<file path="src/rtl/a2d_arbiter.sv">
// a2d_arbiter: shares one A2D converter between two requesters, round-robin, with a conversion watchdog.
// Latency: reqN_strt -> a2d_strt two cycles later; a2d_cmplt -> reqN_cmplt/res one cycle later.
// Backpressure: one outstanding request per requester; a repeat start while pending is dropped, except in its own DONE cycle.
module a2d_arbiter #(
    parameter int unsigned TMO_CYC = 1023
) (
    input  logic        clk,
    input  logic        rst_n,
    input  logic        req0_strt,
    input  logic [2:0]  req0_chnnl,
    output logic        req0_cmplt,
    input  logic        req1_strt,
    input  logic [2:0]  req1_chnnl,
    output logic        req1_cmplt,
    output logic [11:0] res,
    output logic        a2d_strt,
    output logic [2:0]  a2d_chnnl,
    input  logic        a2d_cmplt,
    input  logic [11:0] a2d_res,
    output logic        busy,
    output logic        tmo_err
);

    // Watchdog limit in the counter's own width (legal range 1..1023).
    localparam logic [9:0] LP_TMO = 10'(TMO_CYC);

    typedef enum logic [1:0] {
        IDLE  = 2'd0,
        GRANT = 2'd1,
        CONV  = 2'd2,
        DONE  = 2'd3
    } state_t;

    state_t      r_state;
    state_t      w_state_nxt;
    logic        r_gnt;
    logic        w_gnt_nxt;
    logic        r_last;
    logic [1:0]  r_pend;
    logic [2:0]  r_chnnl0;
    logic [2:0]  r_chnnl1;
    logic [9:0]  r_wdog;
    logic [9:0]  w_wdog_inc;
    logic        w_take_res;
    logic        w_abort;
    logic        w_done0;
    logic        w_done1;

    logic        r_req0_cmplt;
    logic        r_req1_cmplt;
    logic [11:0] r_res;
    logic        r_a2d_strt;
    logic [2:0]  r_a2d_chnnl;
    logic        r_busy;
    logic        r_tmo_err;

    assign w_wdog_inc = r_wdog + 10'd1;

    // DONE cycle for each requester: its pend clears here unless it re-strobes.
    assign w_done0 = (r_state == DONE) && !r_gnt;
    assign w_done1 = (r_state == DONE) &&  r_gnt;

    // Next-state, grant selection and conversion termination decode.
    always_comb begin
        w_state_nxt = r_state;
        w_gnt_nxt   = r_gnt;
        w_take_res  = 1'b0;
        w_abort     = 1'b0;
        case (r_state)
            IDLE: begin
                if (r_pend != 2'b00) begin
                    w_state_nxt = GRANT;
                    // On a tie the requester that was not served last wins.
                    if (r_pend == 2'b11) begin
                        w_gnt_nxt = ~r_last;
                    end else begin
                        w_gnt_nxt = r_pend[1];
                    end
                end
            end
            GRANT: begin
                w_state_nxt = CONV;
            end
            CONV: begin
                // A completion in the same cycle as the timeout takes priority.
                if (a2d_cmplt) begin
                    w_take_res  = 1'b1;
                    w_state_nxt = DONE;
                end else if (w_wdog_inc == LP_TMO) begin
                    w_abort     = 1'b1;
                    w_state_nxt = DONE;
                end
            end
            DONE: begin
                w_state_nxt = IDLE;
            end
            default: begin
                w_state_nxt = IDLE;
            end
        endcase
    end

    // State register and latched grant.
    always_ff @(posedge clk or negedge rst_n) begin
        if (!rst_n) begin
            r_state <= IDLE;
            r_gnt   <= 1'b0;
        end else begin
            r_state <= w_state_nxt;
            r_gnt   <= w_gnt_nxt;
        end
    end

    // Watchdog: cleared in GRANT, counts every CONV cycle.
    always_ff @(posedge clk or negedge rst_n) begin
        if (!rst_n) begin
            r_wdog <= 10'd0;
        end else if (r_state == GRANT) begin
            r_wdog <= 10'd0;
        end else if (r_state == CONV) begin
            r_wdog <= w_wdog_inc;
        end
    end

    // Request capture; a start in the requester's own DONE cycle beats the clear.
    always_ff @(posedge clk or negedge rst_n) begin
        if (!rst_n) begin
            r_pend   <= 2'b00;
            r_chnnl0 <= 3'd0;
            r_chnnl1 <= 3'd0;
        end else begin
            if (req0_strt && (!r_pend[0] || w_done0)) begin
                r_pend[0] <= 1'b1;
                r_chnnl0  <= req0_chnnl;
            end else if (w_done0) begin
                r_pend[0] <= 1'b0;
            end
            if (req1_strt && (!r_pend[1] || w_done1)) begin
                r_pend[1] <= 1'b1;
                r_chnnl1  <= req1_chnnl;
            end else if (w_done1) begin
                r_pend[1] <= 1'b0;
            end
        end
    end

    // Last-granted pointer; starts at 1 so requester 0 wins the first tie.
    always_ff @(posedge clk or negedge rst_n) begin
        if (!rst_n) begin
            r_last <= 1'b1;
        end else if (r_state == DONE) begin
            r_last <= r_gnt;
        end
    end

    // Converter-side outputs: start pulse in GRANT, channel latched at grant and held afterwards.
    always_ff @(posedge clk or negedge rst_n) begin
        if (!rst_n) begin
            r_a2d_strt  <= 1'b0;
            r_a2d_chnnl <= 3'd0;
            r_busy      <= 1'b0;
        end else begin
            r_a2d_strt <= (w_state_nxt == GRANT);
            r_busy     <= (w_state_nxt != IDLE);
            if ((r_state == IDLE) && (w_state_nxt == GRANT)) begin
                r_a2d_chnnl <= w_gnt_nxt ? r_chnnl1 : r_chnnl0;
            end
        end
    end

    // Requester-side outputs: strobes coincide with DONE, result held between conversions.
    always_ff @(posedge clk or negedge rst_n) begin
        if (!rst_n) begin
            r_req0_cmplt <= 1'b0;
            r_req1_cmplt <= 1'b0;
            r_tmo_err    <= 1'b0;
            r_res        <= 12'h000;
        end else begin
            r_req0_cmplt <= (w_state_nxt == DONE) && !r_gnt;
            r_req1_cmplt <= (w_state_nxt == DONE) &&  r_gnt;
            r_tmo_err    <= w_abort;
            if (w_take_res) begin
                r_res <= a2d_res;
            end else if (w_abort) begin
                r_res <= 12'h000;
            end
        end
    end

    assign req0_cmplt = r_req0_cmplt;
    assign req1_cmplt = r_req1_cmplt;
    assign res        = r_res;
    assign a2d_strt   = r_a2d_strt;
    assign a2d_chnnl  = r_a2d_chnnl;
    assign busy       = r_busy;
    assign tmo_err    = r_tmo_err;

    // Structural invariants of the handshake.
    a_one_cmplt: assert property (@(posedge clk) disable iff (!rst_n)
        !(req0_cmplt && req1_cmplt));
    a_strt_pulse: assert property (@(posedge clk) disable iff (!rst_n)
        a2d_strt |=> !a2d_strt);
    a_tmo_with_cmplt: assert property (@(posedge clk) disable iff (!rst_n)
        tmo_err |-> (req0_cmplt || req1_cmplt));

endmodule

</file>
<file path="config.mk">
export PLATFORM = sky130hd
export DESIGN_NAME = a2d_arbiter
export DESIGN_NICKNAME = d
export VERILOG_FILES = /design/src/rtl/a2d_arbiter.sv
export SDC_FILE = /design/constraint.sdc
export NUM_CORES = 1
export LEC_CHECK = 0
export CAP_MARGIN = 10
export CORE_ASPECT_RATIO = 0.5
export CORE_MARGIN = 2
export CORE_UTILIZATION = 55
export CTS_BUF_LIST = sky130_fd_sc_hd__clkbuf_8
export CTS_CLUSTER_SIZE = 16
export DETAILED_ROUTE_END_ITERATION = 12
export HOLD_SLACK_MARGIN = 0.08
export PLACE_DENSITY = 0.9
export SYNTH_ARGS = -nofsm -noshare
export SYNTH_HDL_FRONTEND = slang
export SYNTH_SLANG_ARGS = --single-unit
</file>
<file path="constraint.sdc">
create_clock -name clk -period 5.44 [get_ports clk]
set_input_delay 1.36 -clock clk [delete_from_list [all_inputs] [get_ports clk]]
set_output_delay 1.36 -clock clk [all_outputs]
set_load 0.02 [all_outputs]
</file>
Yosys cells after proc, flatten, opt, wreduce, memory -nomap -nowiden
Cells that the tools add are included.
Widths: inputs -> output; s select.

storage, ports and cells
  register bits after elaboration = 42
  input port bits = 23
  output and inout bits = 20
  logic and storage cells = 64

operators by class
  $add $sub $neg = 1
  equality and inequality tests = 7
  multiplexer cells = 21
  bitwise gates (word level) = 1
  reduce and logical (&&, ||, !) cells = 19

operators with widths
  operator               count
  $mux 12                2
  $mux 10                2
  $mux 1                 12
  $reduce_bool 2->1      6
  $add 10x1->10 const B  1
  $eq 10x10->1 const B   1
  $eq 2x2->1 const B     4
  $pmux 2 s4             1
  $logic_and 1x1->1      7
  $mux 2                 3
  $eq 2x1->1 const B     2
  $logic_not 1->1        3
  $mux 3                 1
  $logic_not 2->1        1
  $logic_or 1x1->1       2
  $not 1->1              1

Depth between registers and ports, before layout
Gate-level depths: netlist (run 1).

  word-level depth = 7
  gate-level depth with buffers = 9
  depth with buffers taken out = 9

Worst setup path after synthesis (run 1)
Ideal clock, no wire load.

  kind = register -> register
  from = reg r_wdog[1]
  to = reg r_a2d_chnnl[0], in the netlist a2d_chnnl[0]
  library setup time = 0.128 ns
  arrival time = 2.024 ns
  data required time = 5.312 ns
  path slack = 3.289 ns
  cell stages (with the launch flop) = 8
  path buffers = 0
  period minus slack after synthesis = 2.151 ns
  cells stage by stage = dfrtp_1 > ha_1 > nand3_1 > or3_1 > a211o_1 > o211ai_2 > nand4_2 > mux2_1

between the ends
  longest elaborated chain between the ends = 7

ends and longest elaborated chain
  item                      line  source
  start: declaration        42    logic [9:0] r_wdog;
  start signal: assignment  121   r_wdog <= w_wdog_inc;
  $add 10x1->10             57    assign w_wdog_inc = r_wdog + 10'd1;
  $eq 10x10->1              89    end else if (w_wdog_inc == LP_TMO) begin
  $mux 2                    89
  $mux 2                    86    if (a2d_cmplt) begin
  $pmux 2 s4                69    case (r_state)
  $eq 2x1->1                165   if ((r_state == IDLE) && (w_state_nxt == GRANT)) begin
  $logic_and 1x1->1         165
  end signal: assignment    166   r_a2d_chnnl <= w_gnt_nxt ? r_chnnl1 : r_chnnl0;
  end: declaration          53    logic [2:0] r_a2d_chnnl;

Every way passes these cells.
A chain may end at the register's enable or synchronous reset.

Worst setup path in the final report (run 1)
  from = reg r_res[2], in the netlist res[2]
  to = out res[2]

RTL lines
  item                      line  source
  start: declaration        51    logic [11:0] r_res;
  start signal: assignment  183   r_res <= a2d_res;
  end: declaration          15    output logic [11:0] res,

No word-level cell between the ends.

==> flow_summary.toml, run 1 <==
[drt]
drt_iter0_drc = 127
vias = 1469
remaining_drc_errors = 0
detail_route.wl_per_cell_microns = 16.3
drt-pass1-iter-count = 4
wirelength_mm = 4.11
antenna_left = 0
via_per_inst = 5.83

[grt]
gr-total-overflow = 0
grt_pass1_vias = 1354
grt_pass1_wl_mm = 6.60
grt_max_degree = 43
track_usage_pct = 22.8
antenna_found_initial = 0

[run_status]
status = "finished clean"

[placement]
port_buffers = 42
dpl_worst_slack_ps = 2640
dpl.cell_count = 244
gp_congestion = 0.875
hpwl_mm = 2.86

[clock_tree]
clk_latency_ps = 290
cts_tree = "built"
cts_buffer_depth = 2
cts_root_buf = "clkbuf_8"
clk_pin_slew_ps = 80
clock_sinks = 42
cts_setup_buffers = 0
postCtsHoldBufs = 0
post_cts_resized = 0
numCtsBuffers = 5
htreeDepth = 2

[sta]
finalSetupTns_ps = 0
fmax_mhz = 376
setup_viol = 0
drv_slew = 0
fin_crit_ps = 2660
timing.final.crit_share_pct = 48.9
hold_viol = 0
slew_headroom_pct = 39.3
rsz0062_at_grt = "no"
setup_ws_ps = 2780
worstMarginPinSlew_ps = 911
fin_skew_ps = 5.56

[synthesis]
synth-seq-cells = 42
syn_nets = 197
yosysSeqAreaShare_pct = 56.1
syn_area_per_cell_sq_um = 11.2
ys_top_cells_by_area = "dfrtp_1 55%, a22o_1 6.5%, ha_1 4.7%, nand2_1 4.4%, mux2_2 3.6%"
synth.distinct_cells = 37
netlist_area_sq_mm = 0.00188
synthArstFlopShare_pct = 100
synthCells = 167
synth_top_cell_area_share_pct = 54.7
synth_flop_cell = "dfrtp_1"
synth_edf_count = 0
yosys_warnings = 0
yosys.area.top_type = "dfrtp_1"

[power]
max-vdd-ir-drop_mv = 0.360
power.leakage_nw = 1.09
power.density_mw_per_mm2 = 583

[critical_path]
timing.rr.start = "r_wdog[1]$_DFFE_PN0P_"
critPathSlowestCell = "clkdlybuf4s50_1"
cp_top_family = "buffers and inverters"
reg2reg_slack_ps = 3010
worst-path-max-fanout = 2
required_ps = 4080
arrival_ps = 1300
r2r_end = "a2d_chnnl[1]$_DFFE_PN0P_"
crit_type = "flop to primary output"
cp-startpoint = "res[2]$_DFFE_PN0P_"
cp-endpoint = "res[2]"
cp_cell_sequence = "clkdlybuf4s50_1"
critPathMaxStageDelay_ps = 620
critPathCaptureType = "primary output"
reg2reg_depth = 7
crit_path_start_kind = "flop"
cp.depth = 1
crit_buf_inv = 1

[layout]
syn2layout_area_growth_pct = 28.9
drive_gt1_share_pct = 9.43
nFillCells = 202
antenna_cells = 0
nNetsFinal = 241
instances_no_fill = 252

[floorplanning]
coreArea_sq_mm = 0.00312
fp.dieH_microns = 45.3
dieWidth_microns = 86.6
initial_core_util_pct = 60.2
dieArea_sq_mm = 0.00392
io_pins = 43
rows = 14

[min_path]
hold_class = "flop to flop"

[flow_run]
cap_violations = 0
## registers in the layout, indices dropped and copies added (netlist names)
name	count
r_wdog	10
a2d_chnnl	3
r_last	1
res	12
a2d_strt	1
r_chnnl1	3
req1_cmplt	1
r_gnt	1
req0_cmplt	1
r_pend	2
busy	1
r_chnnl0	3
tmo_err	1
r_state	2
## how the worst min path moves through the flow
stage                                        start                  endpoint  slack, ps  cells after the start
after floorplan                 r_last$_DFFE_PN1N_        r_last$_DFFE_PN1N_        450                      2
after global placement          r_last$_DFFE_PN1N_        r_last$_DFFE_PN1N_        470                      2
after detailed placement        r_last$_DFFE_PN1N_        r_last$_DFFE_PN1N_        480                      2
after CTS                       r_last$_DFFE_PN1N_        r_last$_DFFE_PN1N_        490                      2
after global routing           res[10]$_DFFE_PN0P_       res[10]$_DFFE_PN0P_        520                      1
final                     a2d_chnnl[1]$_DFFE_PN0P_  a2d_chnnl[1]$_DFFE_PN0P_        490                      1
## metrics by stage
stage	cell area, sq um	util [%]	hold WS (ps)	power, mW
2_1_floorplan	1880	-	448	0.930
5_1_grt	2420	77.5	516	1.50
3_3_place_gp	2310	74.1	466	1.13
4_1_cts	2420	77.5	493	1.41
6_report	2420	77.5	493	1.41
3_5_place_dp	2310	74.1	476	1.16
## cell usage after synthesis, drive strengths merged, types with 2 or more instances
master	count
o21ai	13
nand4	3
o2bb2ai	2
nand2	22
and3	2
nor3	4
and2	2
inv	7
nor2	10
ha	7
xor2	2
dfrtp	41
nand3	4
a22o	14
buf	2
clkbuf	3
o31ai	3
nand2b	4
mux2	9
a21oi	2
## layer usage
| layer | routed length (microns) | GRT usage, % | vias up |
|---|---|---|---|
| li1 | - | - | 674 |
| met1 | 1800 | 31.5 | 734 |
| met2 | 2030 | 36.2 | 52 |
| met3 | 213 | 5.48 | 9 |
| met4 | 63 | 8.13 | 0 |
| met5 | 0 | 0 | - |
## area by class of cell
| class | count | area, sq um | area share, % |
|---|---|---|---|
| clock buffers | 5 | 68.8 | 2.85 |
| clock inverters | 3 | 37.5 | 1.55 |
| inverters | 8 | 30.0 | 1.24 |
| multi-input cells | 112 | 763 | 31.6 |
| flip-flops and latches | 42 | 1050 | 43.5 |
| well taps | 40 | 50.0 | 2.07 |
| repair buffers | 42 | 415 | 17.2 |
## power breakdown
part | switching (mW) | internal [mW]
logic | 0.352 | 0.281
registers | 0.0945 | 0.441
clock network | 0.107 | 0.134
## cell usage in the layout (no fill, tap or decap), drive strengths merged
cell and count:
nand2b 4, nand3 4, a31oi 1, mux2i 1, nand4 3, dfstp 1
nor4b 1, clkdlybuf4s50 41, inv 9, and3 2, nor2 10, or2 1
xnor2 1, and2 2, bufinv 1, ha 7, nor3 4, o2bb2ai 2
a22o 14, o211ai 1, xor2 2, clkbuf 5, buf 1, a32oi 1
o31ai 3, nand2 22, mux2 9, clkinv 1, a211o 1, a21oi 2
dfrtp 41, or3 1, o21ai 13
## cell families after synthesis
kind of cell	synth area share [%]
DFF	56.1
buffers and inverters	3.20
xor gates and xnor gates	1.40
and+or+nand+nor	14.1
muxes	5.94
AOI/OAI and AO/OA	14.6
adders and majority gates	4.67
(Power assumes the default switching activity.)
==> run 2: changes to the inputs <==
Settings changed: CORE_UTILIZATION 55 to 46, PLACE_DENSITY 0.9 to 0.8.
Clock period 5.44 ns to 2.2 ns, I/O delays scaled along.
==> run 2 against run 1 <==
  * Sequential cell count unchanged
  * Via count rose by 0.95%
  * First-iteration DRC count is 72% lower
  * Cell area is 6.8% higher
  * Clock skew about the same
  * Power rose to 2.6 times the previous value
  * Utilization decreased by 11 points
  * Count of clock-buffer cells in the layout increased by 1
==> flow_summary.toml, run 2 (synthesis results as in run 1) <==
[grt]
antenna_found_initial = 0
track_usage_pct = 18.3
grt_max_degree = 34
grt_pass1_wl_mm = 6.58
grt_pass1_vias = 1530
gr-total-overflow = 0

[placement]
dpl_worst_slack_ps = -59.4
hpwl_mm = 2.86
gp_congestion = 0.805
port_buffers = 42

[min_path]
hold_class = "primary input to asynchronous set/reset pin"

[floorplanning]
fp.dieH_microns = 49.2
rows = 16
io_pins = 43
initial_core_util_pct = 48.0
coreArea_sq_mm = 0.00390
dieWidth_microns = 94.3
dieArea_sq_mm = 0.00463

[drt]
wirelength_mm = 4.13
drt_iter0_drc = 36
drt-pass1-iter-count = 4
vias = 1483
detail_route.wl_per_cell_microns = 14.6
via_per_inst = 5.26
antenna_left = 0
remaining_drc_errors = 0

[clock_tree]
clock_sinks = 42
htreeDepth = 2
numCtsBuffers = 5
clk_latency_ps = 290
cts_root_buf = "clkbuf_8"
cts_tree = "built"
postCtsHoldBufs = 0
cts_buffer_depth = 2
clk_pin_slew_ps = 80

[layout]
antenna_cells = 0
syn2layout_area_growth_pct = 37.6
nNetsFinal = 257
fin_util_pct = 66.1
drive_gt1_share_pct = 19.3
mostFrequentLayoutCells = "41 x dfrtp_1, 41 x clkdlybuf4s50_1, 22 x nand2_1, 16 x buf_4, 14 x a22o_1"
largest_register_ffs = 12

[critical_path]
critPathSlowestCell = "dfrtp_1"
reg2reg_depth = 7
arrival_ps = 2370
crit_path_start_kind = "flop"
critPathCaptureType = "flop"
required_ps = 2380
worst-path-max-fanout = 3
cp_cell_sequence = "ha_4 > nand3_2 > or3_1 > a211o_1 > o211ai_2 > nand4_4 > mux2_4"
crit_type = "flop to flop"
critPathMaxStageDelay_ps = 400

[power]
switching_share_pct = 39.3
p_int_mw = 2.22
power.density_mw_per_mm2 = 1420
power_frac_seq_pct = 35.2
power.leakage_nw = 1.16
power.total_mw = 3.67
max-vdd-ir-drop_mv = 0.709
power_frac_clock_pct = 14.0
p_switching_mw = 1.44
power_frac_comb_pct = 50.7

[sta]
fin_skew_ps = 5.50
timing.final.crit_share_pct = 99.5
setup_ws_ps = 11.9
fmax_mhz = 457
slew_headroom_pct = 52.5
fin_crit_ps = 2190
worstMarginPinSlew_ps = 713
hold_viol = 0
drv_slew = 0
setup_viol = 0

[run_status]
status = "finished clean"

[flow_run]
cap_violations = 0
## run 2: final cells by class
type	count	area [sq um]
clock buffer	6	82.6
clock inverter	2	12.5
fill	294	1320
inverter	8	30.0
multi-input combinational	112	801
sequential	42	1050
tap	54	67.6
timing repair buffer	58	536
## run 2: worst max-delay path: cells and delay by family (launching register included)
kind                     cells  cell delay [ps]
AND/OR/NAND/NOR              3              580
AO/OA/AOI/OAI                2              580
adder cells (fa/ha/maj)      1              170
flip-flops                   1              400
multiplexers                 1              340
## run 2: worst paths after layout
path                                            end                   from  slack (ps)
setup / recovery           a2d_chnnl[2]$_DFFE_PN0P_  r_wdog[1]$_DFFE_PN0P_          10
hold / removal              r_chnnl0[2]$_DFFE_PN0P_                  rst_n         300
setup reg to reg           a2d_chnnl[2]$_DFFE_PN0P_  r_wdog[1]$_DFFE_PN0P_          10
hold reg to reg                  r_last$_DFFE_PN1N_     r_last$_DFFE_PN1N_         490
max in group asynchronous        res[6]$_DFFE_PN0P_                  rst_n        1290
min in group clk                 r_last$_DFFE_PN1N_     r_last$_DFFE_PN1N_         490
## run 2: metal layers
layer	GRT usage, %	up-vias	part of all wire [%]
li1	-	708	-
met1	22.8	738	45
met2	31.0	28	51
met3	4.33	9	2.6
met4	7.49	0	1.8
met5	0	-	0
## run 2: what timing repair did
action,CTS,global route
endpoints found under the hold margin,0,0
buffers inserted,2,2
endpoints found under the setup margin,3,3
pin swaps,1,4
resized for setup,1,8
## run 2: power by group through the flow
| stage | combinational, mW | clock (mW) | sequential (mW) |
|---|---|---|---|
| floorplan | 0.836 | 0 | 1.46 |
| global placement | 1.67 | 0 | 1.28 |
| detailed placement | 1.73 | 0 | 1.29 |
| CTS | 1.78 | 0.521 | 1.28 |
| global route | 2.01 | 0.555 | 1.33 |
| finish | 1.86 | 0.515 | 1.29 |
## run 2: per-stage QoR
step | area (sq um) | std cells | hold slack (ps) | TNS (ps)
3_3_place_gp | 2420 | 270 | 458 | 0
3_5_place_dp | 2420 | 270 | 475 | -167
6_report | 2580 | 282 | 300 | 0
4_1_cts | 2530 | 280 | 328 | 0
2_1_floorplan | 1880 | 167 | 254 | 0
5_1_grt | 2580 | 282 | 368 | -186
